`src/rtl/branch_resolve_unit_if.sv`:
```
// EXE-side bundle of the branch resolve unit: EXE/prediction inputs in, predictor
// update bus, front-end redirect and performance counters out.
interface branch_resolve_unit_if #(parameter int SIZE_OF_INDEX = 8);
    logic                     exe_valid;
    logic                     exe_wr;
    logic                     exe_flush;
    logic [31:0]              exe_pc;
    logic [2:0]               exe_type;
    logic                     exe_taken;
    logic [31:0]              exe_target;
    logic                     pred_valid;
    logic                     pred_hit;
    logic                     pred_taken;
    logic [31:0]              pred_target;
    logic [1:0]               pred_count;
    logic [SIZE_OF_INDEX-1:0] pred_index;
    logic                     id_ds_valid;

    logic                     bres_valid;
    logic [31:0]              bres_pc;
    logic [31:0]              bres_target;
    logic [2:0]               bres_type;
    logic                     bres_taken;
    logic                     bres_hit;
    logic [1:0]               bres_count;
    logic [SIZE_OF_INDEX-1:0] bres_index;
    logic                     redirect_valid;
    logic [31:0]              redirect_pc;
    logic                     if_flush;
    logic                     wait_ds;
    logic [31:0]              branch_cnt;
    logic [31:0]              mispred_cnt;

    modport master (
        output exe_valid, exe_wr, exe_flush, exe_pc, exe_type, exe_taken, exe_target,
               pred_valid, pred_hit, pred_taken, pred_target, pred_count, pred_index,
               id_ds_valid,
        input  bres_valid, bres_pc, bres_target, bres_type, bres_taken, bres_hit,
               bres_count, bres_index, redirect_valid, redirect_pc, if_flush, wait_ds,
               branch_cnt, mispred_cnt
    );

    modport slave (
        input  exe_valid, exe_wr, exe_flush, exe_pc, exe_type, exe_taken, exe_target,
               pred_valid, pred_hit, pred_taken, pred_target, pred_count, pred_index,
               id_ds_valid,
        output bres_valid, bres_pc, bres_target, bres_type, bres_taken, bres_hit,
               bres_count, bres_index, redirect_valid, redirect_pc, if_flush, wait_ds,
               branch_cnt, mispred_cnt
    );
endinterface

```
`src/rtl/branch_resolve_unit.sv`:
```
// EXE-stage branch resolution: compares outcome with the IF prediction, feeds the
// predictor update bus and sequences the front-end redirect around the delay slot.
module branch_resolve_unit #(
    parameter int SIZE_OF_INDEX = 8
) (
    input  logic                  clk,
    input  logic                  rst,
    branch_resolve_unit_if.slave  bru
);
    localparam logic [2:0] BIS_NONE = 3'd0;

    typedef enum logic {IDLE, WAIT_DS} state_e;

    state_e      state_q;
    logic        reported_q;
    logic        wait_ds_q;
    logic [31:0] ds_pc_q;
    logic [31:0] branch_cnt_q;
    logic [31:0] mispred_cnt_q;

    logic        resolve;
    logic        taken_p;
    logic        mispred;
    logic [31:0] correct_pc;
    logic        redir;
    logic [31:0] redir_pc;
    logic [SIZE_OF_INDEX-1:0] index_w;

    // reported_q blocks a second update while the same branch sits stalled in EXE
    assign resolve    = bru.exe_valid & ~bru.exe_flush & (bru.exe_type != BIS_NONE) & ~reported_q;
    assign taken_p    = bru.pred_valid & bru.pred_taken;
    assign mispred    = resolve & ((bru.exe_taken != taken_p) |
                                   (bru.exe_taken & (bru.pred_target != bru.exe_target)));
    assign correct_pc = bru.exe_taken ? bru.exe_target : bru.exe_pc + 32'd8;
    assign index_w    = bru.pred_index;

    // A resolve seen while waiting for the slot is not allowed to redirect
    always_comb begin
        redir    = 1'b0;
        redir_pc = '0;
        if (!rst && !bru.exe_flush && bru.id_ds_valid) begin
            if (state_q == IDLE && mispred) begin
                redir    = 1'b1;
                redir_pc = correct_pc;
            end else if (state_q == WAIT_DS) begin
                redir    = 1'b1;
                redir_pc = ds_pc_q;
            end
        end
    end

    always_ff @(posedge clk) begin
        if (rst) begin
            state_q       <= IDLE;
            reported_q    <= 1'b0;
            wait_ds_q     <= 1'b0;
            ds_pc_q       <= '0;
            branch_cnt_q  <= '0;
            mispred_cnt_q <= '0;
        end else begin
            if (bru.exe_wr || bru.exe_flush) reported_q <= 1'b0;
            else if (resolve)                reported_q <= 1'b1;

            if (resolve) branch_cnt_q  <= branch_cnt_q + 32'd1;
            if (mispred) mispred_cnt_q <= mispred_cnt_q + 32'd1;

            case (state_q)
                IDLE: begin
                    if (mispred && !bru.id_ds_valid) begin
                        state_q   <= WAIT_DS;
                        wait_ds_q <= 1'b1;
                        ds_pc_q   <= correct_pc;
                    end
                end
                WAIT_DS: begin
                    if (bru.exe_flush || bru.id_ds_valid) begin
                        state_q   <= IDLE;
                        wait_ds_q <= 1'b0;
                        ds_pc_q   <= '0;
                    end
                end
                default: state_q <= IDLE;
            endcase
        end
    end

    assign bru.bres_valid     = resolve & ~rst;
    assign bru.bres_pc        = rst ? '0 : bru.exe_pc;
    assign bru.bres_target    = rst ? '0 : bru.exe_target;
    assign bru.bres_type      = rst ? '0 : bru.exe_type;
    assign bru.bres_taken     = ~rst & bru.exe_taken;
    assign bru.bres_hit       = ~rst & bru.pred_hit;
    assign bru.bres_count     = rst ? '0 : bru.pred_count;
    assign bru.bres_index     = rst ? '0 : index_w;
    assign bru.redirect_valid = redir;
    assign bru.redirect_pc    = redir_pc;
    assign bru.if_flush       = redir;
    assign bru.wait_ds        = ~rst & wait_ds_q;
    assign bru.branch_cnt     = rst ? '0 : branch_cnt_q;
    assign bru.mispred_cnt    = rst ? '0 : mispred_cnt_q;
endmodule
```
`src/flat_wrapper.sv`:
```
// flat-port wrapper written by rule: the top's interface ports become plain ports
module branch_resolve_unit_flat 
#(
    parameter int SIZE_OF_INDEX = 8
)
  (clk, rst, bru_exe_valid, bru_exe_wr, bru_exe_flush, bru_exe_pc, bru_exe_type, bru_exe_taken, bru_exe_target, bru_pred_valid, bru_pred_hit, bru_pred_taken, bru_pred_target, bru_pred_count, bru_pred_index, bru_id_ds_valid, bru_bres_valid, bru_bres_pc, bru_bres_target, bru_bres_type, bru_bres_taken, bru_bres_hit, bru_bres_count, bru_bres_index, bru_redirect_valid, bru_redirect_pc, bru_if_flush, bru_wait_ds, bru_branch_cnt, bru_mispred_cnt);
  branch_resolve_unit_if #(.SIZE_OF_INDEX(SIZE_OF_INDEX)) bru_i ();
  input  logic clk;
  input  logic rst;
  input wire logic [$bits(bru_i.exe_valid)-1:0] bru_exe_valid;
  input wire logic [$bits(bru_i.exe_wr)-1:0] bru_exe_wr;
  input wire logic [$bits(bru_i.exe_flush)-1:0] bru_exe_flush;
  input wire logic [$bits(bru_i.exe_pc)-1:0] bru_exe_pc;
  input wire logic [$bits(bru_i.exe_type)-1:0] bru_exe_type;
  input wire logic [$bits(bru_i.exe_taken)-1:0] bru_exe_taken;
  input wire logic [$bits(bru_i.exe_target)-1:0] bru_exe_target;
  input wire logic [$bits(bru_i.pred_valid)-1:0] bru_pred_valid;
  input wire logic [$bits(bru_i.pred_hit)-1:0] bru_pred_hit;
  input wire logic [$bits(bru_i.pred_taken)-1:0] bru_pred_taken;
  input wire logic [$bits(bru_i.pred_target)-1:0] bru_pred_target;
  input wire logic [$bits(bru_i.pred_count)-1:0] bru_pred_count;
  input wire logic [$bits(bru_i.pred_index)-1:0] bru_pred_index;
  input wire logic [$bits(bru_i.id_ds_valid)-1:0] bru_id_ds_valid;
  output wire logic [$bits(bru_i.bres_valid)-1:0] bru_bres_valid;
  output wire logic [$bits(bru_i.bres_pc)-1:0] bru_bres_pc;
  output wire logic [$bits(bru_i.bres_target)-1:0] bru_bres_target;
  output wire logic [$bits(bru_i.bres_type)-1:0] bru_bres_type;
  output wire logic [$bits(bru_i.bres_taken)-1:0] bru_bres_taken;
  output wire logic [$bits(bru_i.bres_hit)-1:0] bru_bres_hit;
  output wire logic [$bits(bru_i.bres_count)-1:0] bru_bres_count;
  output wire logic [$bits(bru_i.bres_index)-1:0] bru_bres_index;
  output wire logic [$bits(bru_i.redirect_valid)-1:0] bru_redirect_valid;
  output wire logic [$bits(bru_i.redirect_pc)-1:0] bru_redirect_pc;
  output wire logic [$bits(bru_i.if_flush)-1:0] bru_if_flush;
  output wire logic [$bits(bru_i.wait_ds)-1:0] bru_wait_ds;
  output wire logic [$bits(bru_i.branch_cnt)-1:0] bru_branch_cnt;
  output wire logic [$bits(bru_i.mispred_cnt)-1:0] bru_mispred_cnt;
  assign bru_i.exe_valid = bru_exe_valid;
  assign bru_i.exe_wr = bru_exe_wr;
  assign bru_i.exe_flush = bru_exe_flush;
  assign bru_i.exe_pc = bru_exe_pc;
  assign bru_i.exe_type = bru_exe_type;
  assign bru_i.exe_taken = bru_exe_taken;
  assign bru_i.exe_target = bru_exe_target;
  assign bru_i.pred_valid = bru_pred_valid;
  assign bru_i.pred_hit = bru_pred_hit;
  assign bru_i.pred_taken = bru_pred_taken;
  assign bru_i.pred_target = bru_pred_target;
  assign bru_i.pred_count = bru_pred_count;
  assign bru_i.pred_index = bru_pred_index;
  assign bru_i.id_ds_valid = bru_id_ds_valid;
  assign bru_bres_valid = bru_i.bres_valid;
  assign bru_bres_pc = bru_i.bres_pc;
  assign bru_bres_target = bru_i.bres_target;
  assign bru_bres_type = bru_i.bres_type;
  assign bru_bres_taken = bru_i.bres_taken;
  assign bru_bres_hit = bru_i.bres_hit;
  assign bru_bres_count = bru_i.bres_count;
  assign bru_bres_index = bru_i.bres_index;
  assign bru_redirect_valid = bru_i.redirect_valid;
  assign bru_redirect_pc = bru_i.redirect_pc;
  assign bru_if_flush = bru_i.if_flush;
  assign bru_wait_ds = bru_i.wait_ds;
  assign bru_branch_cnt = bru_i.branch_cnt;
  assign bru_mispred_cnt = bru_i.mispred_cnt;
  branch_resolve_unit #(.SIZE_OF_INDEX(SIZE_OF_INDEX)) u_core (.clk(clk), .rst(rst), .bru(bru_i));
endmodule
```
`config.mk`:
```
export PLATFORM = sky130hd
export DESIGN_NAME = branch_resolve_unit_flat
export DESIGN_NICKNAME = d
export VERILOG_FILES = /design/src/rtl/branch_resolve_unit_if.sv /design/src/rtl/branch_resolve_unit.sv /design/src/flat_wrapper.sv
export SDC_FILE = /design/constraint.sdc
export NUM_CORES = 1
export LEC_CHECK = 0
export CAP_MARGIN = 20
export CORE_AREA = 2 2 135 137
export CTS_CLUSTER_DIAMETER = 50
export DETAILED_ROUTE_END_ITERATION = 10
export DIE_AREA = 0 0 137 139
export PLACE_DENSITY_LB_ADDON = 0.25
export SETUP_SLACK_MARGIN = 0.02
export SLEW_MARGIN = 30
export SYNTH_ARGS = -nofsm -noshare
export SYNTH_HDL_FRONTEND = slang
export SYNTH_SLANG_ARGS = --single-unit
export TNS_END_PERCENT = 30
```
`constraint.sdc`:
```
create_clock -name clk -period 2.2 [get_ports clk]
set_input_delay 0.33 -clock clk [delete_from_list [all_inputs] [get_ports clk]]
set_output_delay 0.33 -clock clk [all_outputs]
set_load 0.01 [all_outputs]
```
# [After elaboration in Yosys (flattened, before gate mapping)]
# Cells that the tools add are included.
[totals] ff_bits=99 latch_bits=0 mem_bits_rw=0 rom_bits=0 output_inout_bits=179 mem_count=0
[op_classes] n_addsub=3 mul=0 div_mod_pow=0 order_cmp=0 n_eq_ne=4 n_shift=0 mux=23 bitwise_logic=15 reduce_logical=12
[op_table] cell="two-way mux 32 bit" count=10
[op_table] cell="adder 32 x 1 -> 32 bit (second input constant)" count=2
[op_table] cell="case mux 32 bit (2 select lines)" count=1
[op_table] cell="adder 32 x 4 -> 32 bit (second input constant)" count=1
[op_table] cell="inequality test 32 bit" count=1
[op_table] cell="AND 1 bit" count=10
[op_table] cell="two-way mux 8 bit" count=1
[op_table] cell="two-way mux 1 bit" count=7
[op_table] cell="logical AND 1 bit" count=4
[op_table] cell="inequality test 2 bit (second input constant)" count=2
[op_table] cell="NOT 1 bit" count=4
[op_table] cell="case mux 1 bit (2 select lines)" count=2
[op_table] cell="zero test 1 bit" count=3
[op_table] cell="two-way mux 3 bit" count=1
[op_table] cell="nonzero test 3 bit" count=1
[op_table] cell="logical OR 1 bit" count=2
[op_table] cell="two-way mux 2 bit" count=1
[op_table] cell="AND reduction 2 bit" count=1
[op_table] cell="OR reduction 2 bit" count=1
[op_table] cell="inequality test 1 bit" count=1
[op_table] cell="OR 1 bit" count=1

# [Logic depth before layout (Yosys ltp)]
[logic_depth] depth_word=8 depth_mapped=8 mapped_depth_nobuf=7

# [Worst setup path before layout]
# No wires, ideal clock.
[synth_path] kind="in2out" start="input bru_exe_type[1]" end="output bru_redirect_valid" t_arrival_ns=1.946 required_time_ns=1.870 path_slack_ns=-0.076 stages=8 n_path_buf=3 cell_sequence="nor3_1 nor2_4 nand2_1 buf_2 buf_2 nor2_1 o21ba_2 buf_4"
[synth_via] elab_chain_cells=7
[synth_rtl] item="start, declared" line="flat_wrapper.sv:14" rtl="input wire logic [$bits(bru_i.exe_type)-1:0] bru_exe_type;"
[synth_rtl] item="nonzero test 3 bit" line="branch_resolve_unit.sv:30" rtl="assign resolve = bru.exe_valid & ~bru.exe_flush & (bru.exe_type != BIS_NONE) & ~reported_q;"
[synth_rtl] item="AND 1 bit (2 in a row)" line="branch_resolve_unit.sv:30"
[synth_rtl] item="AND 1 bit" line="branch_resolve_unit.sv:32" rtl="assign mispred = resolve & ((bru.exe_taken != taken_p) |"
[synth_rtl] item="logical AND 1 bit" line="branch_resolve_unit.sv:42" rtl="if (state_q == IDLE && mispred) begin"
[synth_rtl] item="two-way mux 1 bit" line="branch_resolve_unit.sv:42"
[synth_rtl] item="two-way mux 1 bit" line="branch_resolve_unit.sv:41" rtl="if (!rst && !bru.exe_flush && bru.id_ds_valid) begin"
[synth_rtl] item="end, declared" line="flat_wrapper.sv:32" rtl="output wire logic [$bits(bru_i.redirect_valid)-1:0] bru_redirect_valid;"
# No other way between the ends.

# [Worst setup path after layout]
[layout_path] start="input bru_exe_pc[13]" end="output bru_redirect_pc[20]"
[layout_via] elab_chain_cells=4
[layout_rtl] item="start, declared" line="flat_wrapper.sv:13" rtl="input wire logic [$bits(bru_i.exe_pc)-1:0] bru_exe_pc;"
[layout_rtl] item="adder 32 x 4 -> 32 bit" line="branch_resolve_unit.sv:34" rtl="assign correct_pc = bru.exe_taken ? bru.exe_target : bru.exe_pc + 32'd8;"
[layout_rtl] item="two-way mux 32 bit" line="branch_resolve_unit.sv:34"
[layout_rtl] item="two-way mux 32 bit" line="branch_resolve_unit.sv:42"
[layout_rtl] item="two-way mux 32 bit" line="branch_resolve_unit.sv:41"
[layout_rtl] item="end, declared" line="flat_wrapper.sv:33" rtl="output wire logic [$bits(bru_i.redirect_pc)-1:0] bru_redirect_pc;"
# No other way between the ends.

==> impl_results.md <==
* Max Cap Violations at 0
* Slew HR at 70.3%
* Worst Path Max Fanout at 7
* Share of layout cells above drive strength 1 at a little under a third
* Post-route DRC at 0
* Reg-to-Reg Start: u_core.reported_q
* Slew @ Worst Pin at 444 ps
* Post-Syn Instances at 870
* CP startpoint: bru_exe_pc[13]
* Seq/Total Area, Yosys at 29.5%
* RSZ-0062 raised after global routing: yes
* Largest stage delay, worst path at 340 ps
* Initial core utilization at 38.1%
* CP Depth at 9
* Worst-skew pair later-pin latency at approximately 360 ps
* Ys flop type: dfxtp_1
* Routed vias at approximately 8300
* Die footprint at 19000 um^2
* Synth area leader: dfxtp_1
* Register bit total from synthesis at 99
* Crit path launch type: input pin
* Port Buffers at 297
* Vias in the first global route at 7966
* Hold Vio Cnt, Final at 0
* CP dominant cell by count: nand4_1
* Final Instance Count excl. Fillers at 1567
* First-pass GRT wire length at 42000 um
* Clock root cell: clkbuf_16
* Arrival @ worst endpoint at 2170 ps
* Drt first pass iters at 5
* Worst Path Required at 1870 ps
* GR Overflow Total at 0
* Share of the synthesized area in the top cell type at roughly 29%
* Die width at 137 um
* CORE AREA at roughly 18000 um^2
* Max stage delay cell, worst path: nor3_2
* Layout area overhead at 82.9%
* Max Root-Sink Buffers at 2
* Overall power at 0.00483 W
* Final wirelength at 28600 um
* Worst setup endpoint: bru_redirect_pc[20]
* DP HPWL at 20200 um
* Initial antenna violation count at 7
* Power Density at roughly 390 nW/um^2
* Crit path buffers/inverters at 3
* Drt wl/cell at approximately 18 um
* Post-Syn Nets at 992
* # clock sinks at 99
* YS warnings at 0
* Nets at between 1000 and 1500
* Gr usage total at 28.1%
* Worst Skew at between 9 and 10 ps
* Clock transition at the registers of the reported paths at 80 ps
* Most area-consuming cells after synthesis: dfxtp_1 29%, nor2b_1 12%, xnor2_1 7.8%
* DR iter-0 viols at 483
* TritonCTS buffer count at 9
* Reg2Reg Depth at 9
* Final Max Tran Viols at 0
* Status: finished, violations left
* Post-route ant nets at 0
* Post-synthesis area per instance at 7.73 um^2
* Synthesized area at 6720 um^2
* Max Clock Freq at 0.399 GHz
* Largest net degree at the start of global routing at 66
* Die Ht at 139 um
* GP Congestion at 0.918
* H-tree levels at 3
* Min cycle time layout at 2500 ps
* CTS tree: built
* Post-synth ARST share at 0%
* Worst IR Drop VDD at 0.000388 V
* Leak at about 4.9 nW
* Hold Crit Class: input pin to flop
* Final worst slack at -305 ps
* Vias per inst at between 5 and 6
* Ports at 298
* Reg2reg setup slack at -20 ps
* Unique masters post-synth at 51
* Crit. End Element: primary output
* Failing checks: negative setup slack
* Row count at roughly 50
* Final setup vio count at 41
* Critical path's top delay family: simple AND/OR/NAND/NOR gates
* EDFF count, synth at 0
* Placed cells at 1497
* Period utilization at 114%
* CP Cell Sequence: dlygate4sd2_1 -> nand4_1 -> nor3_2 -> buf_4 -> nand4_1 -> xnor2_1 -> mux2i_2 -> o21ai_2 -> buf_2
* R2R Path End: u_core.ds_pc_q[28]
* Crit path kind: input pin to primary output
[synthesized netlist by cell type, types with 22 or more instances]
cell type / count
nor2b_1: 131
dfxtp_1: 99
nor2_1: 74
nand2_1: 65
xnor2_1: 60
o21ai_0: 51
nand4_1: 41
a21oi_1: 38
clkbuf_1: 35
nand3_1: 33
xor2_1: 25
o2bb2ai_1: 22
[cell families after synthesis]
family	count (synthesis)	share of synthesized area, %
AND/OR/NAND/NOR	440	36.2
AO/OA/AOI/OAI	144	14.1
flip-flops	99	29.5
XOR/XNOR	85	11.1
buffers and inverters	71	4.22
multiplexers	28	4.37
adder cells (fa/ha/maj)	3	0.558
[state kept, by name, indices dropped and copies added (netlist names)]
register              flops
u_core.branch_cnt_q      32
u_core.wait_ds_q          1
u_core.state_q            1
u_core.reported_q         1
u_core.ds_pc_q           32
u_core.mispred_cnt_q     32
[routing by layer]
metal,up-vias,global-route usage [%],routed length [um]
met5,-,0,0
met4,0,13.5,1390
met3,89,6.32,1820
met2,342,48.3,14500
met1,3879,32.7,10900
li1,3970,-,-
[power by group]
| part | leakage [nW] | internal [W] | switching [W] | total [W] |
|---|---|---|---|---|
| logic | 3.91 | 0.000721 | 0.000582 | 0.00130 |
| clock network | 0.150 | 0.000906 | 0.000800 | 0.00171 |
| registers | 0.799 | 0.00181 | 0.0000143 | 0.00182 |
[per-stage QoR]
stage               hold slack [ps]  utilization [%]  setup WS [ps]  cell area (um^2)  setup TNS [ps]
floorplan                       407                -           23.0              6730               0
global placement                444             62.4          -1110             11000          -78520
detailed placement              448             62.4          -1150             11000          -84240
CTS                             313             67.7           -272             12000           -6470
global route                    328             69.7           -410             12300          -12380
finish                          318             69.7           -305             12300           -6800
[timing repair]
action,CTS,global route
pin swaps,78,31
buffers inserted,43,5
hold buffers,0,0
endpoints found under the setup margin,107,101
resized for setup,513,58
gates cloned,2,2
[worst reg2reg max path: stages, from the launching register on]
cell and delay [ps]:
dfxtp_2 320, or3b_4 380, nor2_4 130, nand2_2 90, buf_4 220, o31ai_2 240, buf_4 170, a21oi_4 90
clkbuf_16 210, a2bb2o_1 280
[final cells by class]
type / count / area, um^2
tap: 229 / 287
clock buffer: 9 / 225
timing repair buffer: 499 / 4440
inverter: 18 / 67.6
clock inverter: 7 / 86.3
antenna: 6 / 15.0
multi-input combinational: 700 / 5190
fill: 1439 / 5360
sequential: 99 / 1980
[cell usage in the layout (no fill, tap or decap), types with 8 or more instances in the layout]
cell type	count
clkdlybuf4s50_1	180
buf_4	179
nor2b_1	131
dfxtp_1	98
nor2_1	71
nand2_1	63
buf_2	53
xnor2_1	42
nand4_1	41
a21oi_1	34
buf_6	31
nand3_1	29
o21ai_0	21
o21ai_2	20
o2bb2ai_1	20
dlygate4sd2_1	19
inv_1	18
xor2_1	18
mux2i_1	16
and3_1	13
or3_1	13
nor3_2	11
clkbuf_16	11
xnor2_2	10
a22o_1	10
mux2_2	10
clkdlybuf4s15_1	10
buf_12	9
xnor2_4	8
nor3_1	8
clkdlybuf4s15_2	8
[worst min-delay path by stage]
stage	startpoint	endpoint	slack (ps)	depth (start not counted)
2_1_floorplan	bru_exe_flush	u_core.reported_q	410	1
3_3_place_gp	u_core.ds_pc_q[4]	u_core.ds_pc_q[4]	440	1
3_5_place_dp	u_core.ds_pc_q[22]	u_core.ds_pc_q[22]	450	1
4_1_cts	bru_exe_target[4]	u_core.ds_pc_q[4]	310	3
5_1_grt	bru_exe_target[4]	u_core.ds_pc_q[4]	330	3
6_report	bru_exe_target[0]	u_core.ds_pc_q[0]	320	3
No activity file was read; power rests on OpenSTA's default activity.
